File: src/rtl/aes_pkg.sv
// Shared AES datapath types and constants.
package aes_pkg;

    localparam int AES_BLOCK_BITS = 128;

    typedef logic [7:0]                byte_t;
    typedef logic [AES_BLOCK_BITS-1:0] block_t;

    localparam int NR_AES128 = 10;
    localparam int NR_AES192 = 12;
    localparam int NR_AES256 = 14;

    typedef enum logic [1:0] {
        IDLE,
        COMPUTE,
        HOLD
    } ark_state_e;

endpackage

File: src/rtl/aes_rk_store.sv
// Round-key schedule store: one write port, one async read port.
module aes_rk_store
    import aes_pkg::*;
#(
    parameter int NR = NR_AES128
) (
    input  logic       clk,
    input  logic       rst_n,
    input  logic       we,
    input  logic [3:0] widx,
    input  block_t     wdata,
    input  logic [3:0] ridx,
    output block_t     rdata
);

    localparam logic [3:0] NR_IDX = 4'(NR);

    block_t mem [NR+1];

    always_ff @(posedge clk or negedge rst_n) begin
        if (!rst_n) begin
            for (int i = 0; i <= NR; i++) begin
                mem[i] <= '0;
            end
        end else if (we && (widx <= NR_IDX)) begin
            mem[widx] <= wdata;
        end
    end

    // Out-of-range reads return zero; a same-cycle write wins.
    always_comb begin
        rdata = '0;
        if (ridx <= NR_IDX) begin
            rdata = mem[ridx];
        end
        if (we && (widx == ridx) && (ridx <= NR_IDX)) begin
            rdata = wdata;
        end
    end

endmodule

File: src/rtl/add_round_key_seq.sv
// Sequential AddRoundKey: XORs a stored round key into the state,
// LANE_BYTES bytes per cycle, behind valid/ready handshakes.
module add_round_key_seq
    import aes_pkg::*;
#(
    parameter int LANE_BYTES = 4,
    parameter int NR         = NR_AES128
) (
    input  logic         clk,
    input  logic         rst_n,
    input  logic         key_we,
    input  logic [3:0]   key_idx,
    input  logic [127:0] key_data,
    input  logic         in_valid,
    output logic         in_ready,
    input  logic [127:0] in_state,
    input  logic [3:0]   in_round,
    output logic         out_valid,
    input  logic         out_ready,
    output logic [127:0] out_state,
    output logic         out_err
);

    localparam int         BEATS  = 16 / LANE_BYTES;
    localparam int         BW     = (BEATS > 1) ? $clog2(BEATS) : 1;
    localparam logic [BW-1:0] LAST = BW'(BEATS - 1);
    localparam logic [3:0] NR_IDX = 4'(NR);

    ark_state_e    state_q;
    ark_state_e    state_d;
    logic [BW-1:0] beat_q;
    block_t        work_q;
    block_t        key_q;
    logic          err_q;
    block_t        rk;
    logic          accept;

    aes_rk_store #(
        .NR(NR)
    ) u_store (
        .clk  (clk),
        .rst_n(rst_n),
        .we   (key_we),
        .widx (key_idx),
        .wdata(key_data),
        .ridx (in_round),
        .rdata(rk)
    );

    assign accept = in_valid && in_ready;

    always_ff @(posedge clk or negedge rst_n) begin
        if (!rst_n) begin
            state_q <= IDLE;
        end else begin
            state_q <= state_d;
        end
    end

    always_comb begin
        state_d = state_q;
        unique case (state_q)
            IDLE: begin
                if (accept) state_d = COMPUTE;
            end
            COMPUTE: begin
                if (beat_q == LAST) state_d = HOLD;
            end
            HOLD: begin
                if (accept) state_d = COMPUTE;
                else if (out_ready) state_d = IDLE;
            end
            default: state_d = IDLE;
        endcase
    end

    always_comb begin
        in_ready  = rst_n && ((state_q == IDLE) ||
                              ((state_q == HOLD) && out_ready));
        out_valid = (state_q == HOLD);
    end

    // Accept only happens in IDLE/HOLD, so it never collides with a beat.
    always_ff @(posedge clk or negedge rst_n) begin
        if (!rst_n) begin
            work_q <= '0;
            key_q  <= '0;
            beat_q <= '0;
            err_q  <= 1'b0;
        end else if (accept) begin
            work_q <= in_state;
            key_q  <= rk;
            beat_q <= '0;
            err_q  <= (in_round > NR_IDX);
        end else if (state_q == COMPUTE) begin
            for (int k = 0; k < 16; k++) begin
                if ((k / LANE_BYTES) == int'(beat_q)) begin
                    work_q[127-8*k -: 8] <= work_q[127-8*k -: 8]
                                          ^ key_q[127-8*k -: 8];
                end
            end
            beat_q <= beat_q + 1'b1;
        end
    end

    assign out_state = work_q;
    assign out_err   = err_q;

endmodule

File: config.mk
export PLATFORM = sky130hd
export DESIGN_NAME = add_round_key_seq
export DESIGN_NICKNAME = d
export VERILOG_FILES = /design/src/rtl/aes_pkg.sv /design/src/rtl/aes_rk_store.sv /design/src/rtl/add_round_key_seq.sv
export SDC_FILE = /design/constraint.sdc
export NUM_CORES = 2
export LEC_CHECK = 0
export CORE_MARGIN = 3
export CORE_UTILIZATION = 24
export DETAILED_ROUTE_END_ITERATION = 8
export GPL_TIMING_DRIVEN = 0
export PLACE_DENSITY = 0.38
export SYNTH_ARGS = -nofsm -noshare
export SYNTH_HDL_FRONTEND = slang
export SYNTH_SLANG_ARGS = --single-unit
export TNS_END_PERCENT = 50
File: constraint.sdc
create_clock -name clk -period 2.7 [get_ports clk]
set_input_delay 0.54 -clock clk [delete_from_list [all_inputs] [get_ports clk]]
set_output_delay 0.54 -clock clk [all_outputs]
set_load 0.005 [all_outputs]
Word level (Yosys, flattened, before mapping)
Index checks and enable logic that the tools add are counted. Widths: inputs -> output; s select.

Output and inout port bits: 131. Bits in registers: 1669. Bits of input ports: 269. Logic and storage cells: 107.

Equality and inequality tests: 10. Multiplexer cells: 33. Bitwise operators: 18. Reductions and logical operators: 20. $add $sub $neg: 1. Magnitude comparators: 6.

Operator list (number): $bwmux 1408 (1); $mux 128 (7); $bmux 128 s4 (1); $demux 128 s4 (1); $mux 8 (16); $xor 8x8->8 (16); $mux 2 (6); $ge 5x5->1 const B (2); $not 4->5 (2); $reduce_bool 2->1 (5); $le 4x4->1 const B (2); $reduce_and 2->1 (4); $logic_and 1x1->1 (7); $pmux 2 s3 (1); $lt 5x1->1 const B (1); $eq 2x2->1 const A (2); $eq 2x2->1 const B (2); $eq 4x4->1 (1); $gt 4x4->1 const B (1); $logic_not 2->1 (2); $ne 2x2->1 const B (2); $ne 3x1->1 const B (1); $reduce_and 3->1 (1); $add 2x1->2 const B (1); other kinds (3) (3).

Depth between registers and ports, before layout
Depth after elaboration: 7. Depth in mapped cells: 9. Gate-level depth less buffers: 6.

Cells and area by module
A second synthesis with hierarchy kept.

Cells, all modules: 5503. Area total of the unflattened synthesis: 78711.7 um2.

Modules (own cells, without submodules): aes_rk_store (seq. area each 35233.8 um2, cells each 4635, area each 66069.6 um2, instances 1); add_round_key_seq (seq. area each 6531.3 um2, cells each 868, area each 12642.1 um2, instances 1).

Worst setup path before layout
No wires, ideal clock.

Kind: in2reg. Start: input in_round[0]. End: register key_q[77]. Setup time: 0.132 ns. Arrival: 1.761 ns. Path slack: 0.807 ns. Stages: 8. Path through: buf_6 buf_8 buf_6 mux4_2 nor2_1 nor3_1 a21oi_1 o21ai_1.

Longest elaborated chain between the ends: 6.

Ends and longest elaborated chain: from (decl) (RTL line add_round_key_seq.sv:17) `input logic [3:0] in_round,`; $not 4->5 (not written as such) (RTL line aes_rk_store.sv:34) `rdata = mem[ridx];`; $bmux 128 s4 (RTL line aes_rk_store.sv:34); $mux 128 (not written as such) (2 in series) (RTL line aes_rk_store.sv:34); $mux 128 (RTL line aes_rk_store.sv:33) `if (ridx <= NR_IDX) begin`; $mux 128 (*) (RTL line aes_rk_store.sv:36) `if (we && (widx == ridx) && (ridx <= NR_IDX)) begin`; to (signal assigned) (RTL line add_round_key_seq.sv:92) `key_q <= rk;`; to (decl) (RTL line add_round_key_seq.sv:33) `block_t key_q;`.

Mark *: on every way between the ends. The rest lies on a longest branch, timed or not. The select of a mux whose other input is x is not followed. A chain may end at the register's enable or synchronous reset.

Worst setup path after layout
Start: input in_round[0]. End: register key_q[65].

Same word-level chain as after synthesis.

==> report_table.html <==
<table>
<tr><th>Metric</th><th>Value</th></tr>
<tr><th colspan="2">Status</th></tr>
<tr><td>Run status</td><td>finished, violations left</td></tr>
<tr><td>Violations in the final reports</td><td>hold timing</td></tr>
<tr><th colspan="2">Timing</th></tr>
<tr><td>Unrepaired setup endpoints after global routing</td><td>true</td></tr>
<tr><td>Worst Hold Margin</td><td>-0.359 ns</td></tr>
<tr><td>Final worst clock skew</td><td>0.0494 ns</td></tr>
<tr><td>Share of the cycle needed by the critical path after routing</td><td>98.5%</td></tr>
<tr><td>Relative slew slack</td><td>22.7%</td></tr>
<tr><td>Time the final worst path needs with I/O delays and setup</td><td>2.66 ns</td></tr>
<tr><td>Final hold vios</td><td>114</td></tr>
<tr><td>Measured slew at the worst slew-check pin</td><td>1.16 ns</td></tr>
<tr><td>Timing-limited maximum frequency</td><td>376 MHz</td></tr>
<tr><td>Final setup fails</td><td>0</td></tr>
<tr><td>Final max-slew violation count</td><td>0</td></tr>
<tr><th colspan="2">Layout</th></tr>
<tr><td>Leading cell type in the layout, fill and taps excluded</td><td>dfrtp_1</td></tr>
<tr><td>Area of all placed cells without fillers</td><td>92,500 um2</td></tr>
<tr><td>Layout cell share with drive strength beyond 1</td><td>37.5%</td></tr>
<tr><td>Layout area overhead</td><td>22.2%</td></tr>
<tr><td>Layout filler cell count</td><td>31,800</td></tr>
<tr><td>Most used cells in the layout excluding fill and tap cells</td><td>dfrtp_1 (1,669), mux2_2 (1,664), clkdlybuf4s50_1 (395)</td></tr>
<tr><td>Share of the core filled with cells</td><td>29.6%</td></tr>
<tr><td>Final Net Count</td><td>6,634</td></tr>
<tr><th colspan="2">GRT</th></tr>
<tr><td>First-pass GRT wire length</td><td>386,000 um</td></tr>
<tr><td>Maximum number of pins on one net before global-route repair</td><td>150</td></tr>
<tr><td>Number of antenna violations at the first check in global routing</td><td>55</td></tr>
<tr><td>Global-route usage over all layers</td><td>16.3%</td></tr>
<tr><td>GRT overflow</td><td>0</td></tr>
<tr><td>Number of global-route vias before repair</td><td>52,500</td></tr>
<tr><th colspan="2">CTS</th></tr>
<tr><td>Cts bufs inserted</td><td>206</td></tr>
<tr><td>CTS tree</td><td>done</td></tr>
<tr><td>Cell at the root of the clock tree</td><td>clkbuf_16</td></tr>
<tr><td>Maximum buffer depth of the clock tree</td><td>4</td></tr>
<tr><td>Worst skew pair latency</td><td>0.86 ns</td></tr>
<tr><td>Clock-pin slew of the registers on the worst-case setup and hold paths</td><td>0.05 ns</td></tr>
<tr><td>Number of clock sinks seen by CTS</td><td>1,669</td></tr>
<tr><td>H-tree level count</td><td>4</td></tr>
<tr><td>Post CTS Setup Buffer Count</td><td>0</td></tr>
<tr><th colspan="2">Route</th></tr>
<tr><td>First DRT Iteration DRCs</td><td>2,885</td></tr>
<tr><td>Number of optimization iterations in the first detailed-route pass</td><td>6</td></tr>
<tr><td>Via total after detailed routing</td><td>48,800</td></tr>
<tr><td>Remaining antenna violation count after routing</td><td>0</td></tr>
<tr><td>Remaining routing DRC violations</td><td>0</td></tr>
<tr><td>Routed wire length per instance</td><td>25.0 um</td></tr>
<tr><td>Routed wire length</td><td>268,000 um</td></tr>
<tr><td>Detail-routed via count per cell</td><td>4.56</td></tr>
<tr><th colspan="2">Yosys</th></tr>
<tr><td>Compound-gate portion of the synthesized area</td><td>5.76%</td></tr>
<tr><td>Post-synthesis adder-cell area fraction</td><td>0.0661%</td></tr>
<tr><td>Post-synthesis sequential area ratio</td><td>55.2%</td></tr>
<tr><td>Post-synthesis instance total</td><td>5,728</td></tr>
<tr><td>Commonest register cell after synthesis</td><td>dfrtp_1</td></tr>
<tr><td>Post-synthesis area per instance</td><td>13.2 um2</td></tr>
<tr><td>Basic-gate share of the synthesized area counting and, or, nand and nor cells</td><td>3.73%</td></tr>
<tr><td>Dominant combinational cell family by area after synthesis</td><td>multiplexers</td></tr>
<tr><td>Post-synthesis instance area</td><td>75,700 um2</td></tr>
<tr><td>Number of storage elements in the synthesis netlist</td><td>1,669</td></tr>
<tr><td>Total number of yosys warnings</td><td>0</td></tr>
<tr><td>Number of synthesized flops with an enable pin</td><td>0</td></tr>
<tr><td>Distinct cell type count after synthesis</td><td>34</td></tr>
<tr><td>Multiplexer share of the synthesized area</td><td>30.3%</td></tr>
<tr><td>Net count after synthesis</td><td>6,001</td></tr>
<tr><td>Share of flip-flops with an asynchronous set or reset after synthesis</td><td>100%</td></tr>
<tr><td>Synth Area in XOR/XNOR</td><td>1.53%</td></tr>
<tr><th colspan="2">Critical path</th></tr>
<tr><td>Critical path buffers and inverters</td><td>6</td></tr>
<tr><td>Worst flop-to-flop path startpoint</td><td>state_q[0]</td></tr>
<tr><td>Reg-to-reg critical path endpoint</td><td>out_state[77]</td></tr>
<tr><td>Crit start category</td><td>primary input</td></tr>
<tr><td>Required time at the worst-slack endpoint</td><td>3.41 ns</td></tr>
<tr><td>CP arrival</td><td>3.37 ns</td></tr>
<tr><td>Crit path max fanout</td><td>10</td></tr>
<tr><td>Beginning of the critical path</td><td>in_round[0]</td></tr>
<tr><td>Critical path class</td><td>in -&gt; reg</td></tr>
<tr><td>Ordered list of cells on the worst path</td><td>clkdlybuf4s50_1 &gt; buf_6 &gt; buf_8 &gt; buf_6 &gt; buf_16 &gt; buf_8 &gt; mux2i_1 &gt; o21ai_1 &gt; a21oi_1 &gt; o21ai_1</td></tr>
<tr><td>Worst r2r path cells</td><td>8</td></tr>
<tr><td>R2r setup slk</td><td>0.16 ns</td></tr>
<tr><td>Count of cell instances traversed by the critical path</td><td>10</td></tr>
<tr><td>Timing endpoint of the critical path</td><td>key_q[65]</td></tr>
<tr><td>Top cell family by delay on the critical path</td><td>buffers and inverters</td></tr>
<tr><td>Largest stage delay on the critical path</td><td>0.63 ns</td></tr>
<tr><td>Cell at the slowest stage of the critical path</td><td>clkdlybuf4s50_1</td></tr>
<tr><td>Endpoint kind of the worst setup timing path</td><td>register</td></tr>
<tr><th colspan="2">Floorplanning</th></tr>
<tr><td>Number of top-level pins</td><td>400</td></tr>
<tr><td>Die Span Y</td><td>568 um</td></tr>
<tr><td>Starting density of the core</td><td>24.2%</td></tr>
<tr><td>Horizontal extent of the die</td><td>568 um</td></tr>
<tr><td>Row count</td><td>205</td></tr>
<tr><td>Die Footprint</td><td>322,000 um2</td></tr>
<tr><td>Core Footprint</td><td>313,000 um2</td></tr>
<tr><th colspan="2">Placed design</th></tr>
<tr><td>Port Buffers</td><td>397</td></tr>
<tr><td>Detailed placement HPWL</td><td>180,000 um</td></tr>
<tr><td>Final GP Congestion</td><td>0.755</td></tr>
<tr><td>Post-place instance area</td><td>85,400 um2</td></tr>
<tr><th colspan="2">Power</th></tr>
<tr><td>Power density normalized to cell area</td><td>866 nW/um2</td></tr>
<tr><td>Static power due to leakage</td><td>38.5 nW</td></tr>
<tr><td>VDD IR-drop max</td><td>0.461 mV</td></tr>
<tr><th colspan="2">Min path</th></tr>
<tr><td>Path type of the worst min-delay path</td><td>in -&gt; async</td></tr>
<tr><th colspan="2">Flow run</th></tr>
<tr><td>Max cap viols</td><td>0</td></tr>
</table>
-- power breakdown --
group	internal [W]	switching (W)
Sequential	0.0317	0.00376
Clock	0.0163	0.0113
Combinational	0.00959	0.00745
-- synthesized netlist by cell type, types with 2 or more instances --
library cell / n / area [um2]
dfrtp_1: 1669 / 41800
mux2_2: 1664 / 18700
nand2_1: 388 / 1460
o21ai_1: 314 / 1570
buf_2: 247 / 1240
clkbuf_1: 242 / 908
nor2_1: 138 / 518
a21oi_1: 131 / 656
nor3_1: 129 / 646
a22oi_1: 128 / 961
mux2i_1: 128 / 1280
mux4_2: 128 / 2880
o22ai_1: 128 / 801
xor2_1: 128 / 1120
o21ai_0: 72 / 360
buf_1: 17 / 63.8
buf_4: 12 / 90.1
buf_8: 12 / 180
buf_6: 11 / 124
nand2b_1: 8 / 50.1
nor2b_1: 5 / 31.3
and2_1: 4 / 25.0
ha_1: 4 / 50.1
xnor2_1: 4 / 35.0
inv_1: 3 / 11.3
nand3b_1: 3 / 22.5
and2_0: 2 / 12.5
nand3_1: 2 / 10.0
nor3b_2: 2 / 25.0
-- per-layer routing --
metal | GRT usage, % | vias up | share of wire, %
met5 | 0 | - | 0.014
li1 | - | 21900 | -
met4 | 4.17 | 6 | 2.6
met2 | 26.7 | 990 | 47
met1 | 22.4 | 25600 | 46
met3 | 2.52 | 334 | 4.5
-- sequential cells by signal, summed over array words and instances (netlist names) --
register / count
beat_q: 2
out_state: 128
out_err: 1
key_q: 128
state_q: 2
u_store.mem: 1408
-- kinds of logic after synthesis --
logic type	count (synthesis)
multiplexers	1920
flip-flops	1669
AO/OA/AOI/OAI	774
AND/OR/NAND/NOR	684
buffers and inverters	545
XOR/XNOR	132
adder cells (fa/ha/maj)	4
-- worst min-delay path by stage --
stage / cells after the start / slack, ns / endpoint
CTS: 1 / -0.38 / u_store.mem[9]
floorplan: 0 / 0.24 / beat_q[0]
finish: 1 / -0.36 / u_store.mem[9]
detailed placement: 1 / 0.49 / u_store.mem[1128]
global route: 1 / -0.36 / u_store.mem[9]
global placement: 1 / 0.48 / u_store.mem[1118]
-- final cells by class --
type                    count  area [um2]  share of cell area [%]
diodes                     28        70.1                  0.0757
plain buffers             541        2750                    2.97
clock buffers             332        6260                    6.77
clock inverters            33         390                   0.422
inverters                   3        11.3                  0.0122
multi-input cells        3514       31300                    33.8
flip-flops and latches   1669       41800                    45.1
well taps                4140        5180                    5.60
repair buffers            426        4770                    5.16
-- repair_timing --
action                                  4_1_cts  5_1_grt
gates cloned                                  7        2
endpoints found under the setup margin      963      228
hold endpoints to repair                    114      114
gates resized for setup                      37       23
-- metrics by stage --
stage	hold WS [ns]	TNS, ns	cells	power (W)	worst slack, ns
after floorplan	0.244	0	5728	0.0454	0.807
after global placement	0.482	-	10300	0.0525	-80.46
after detailed placement	0.488	-2025.19	10300	0.0531	-2.34
after CTS	-0.382	0	10700	0.0815	0.00208
after global routing	-0.364	-0.00585	10700	0.0846	-0.00585
final	-0.359	0	10700	0.0801	0.0404
(Power assumes the default switching activity.)
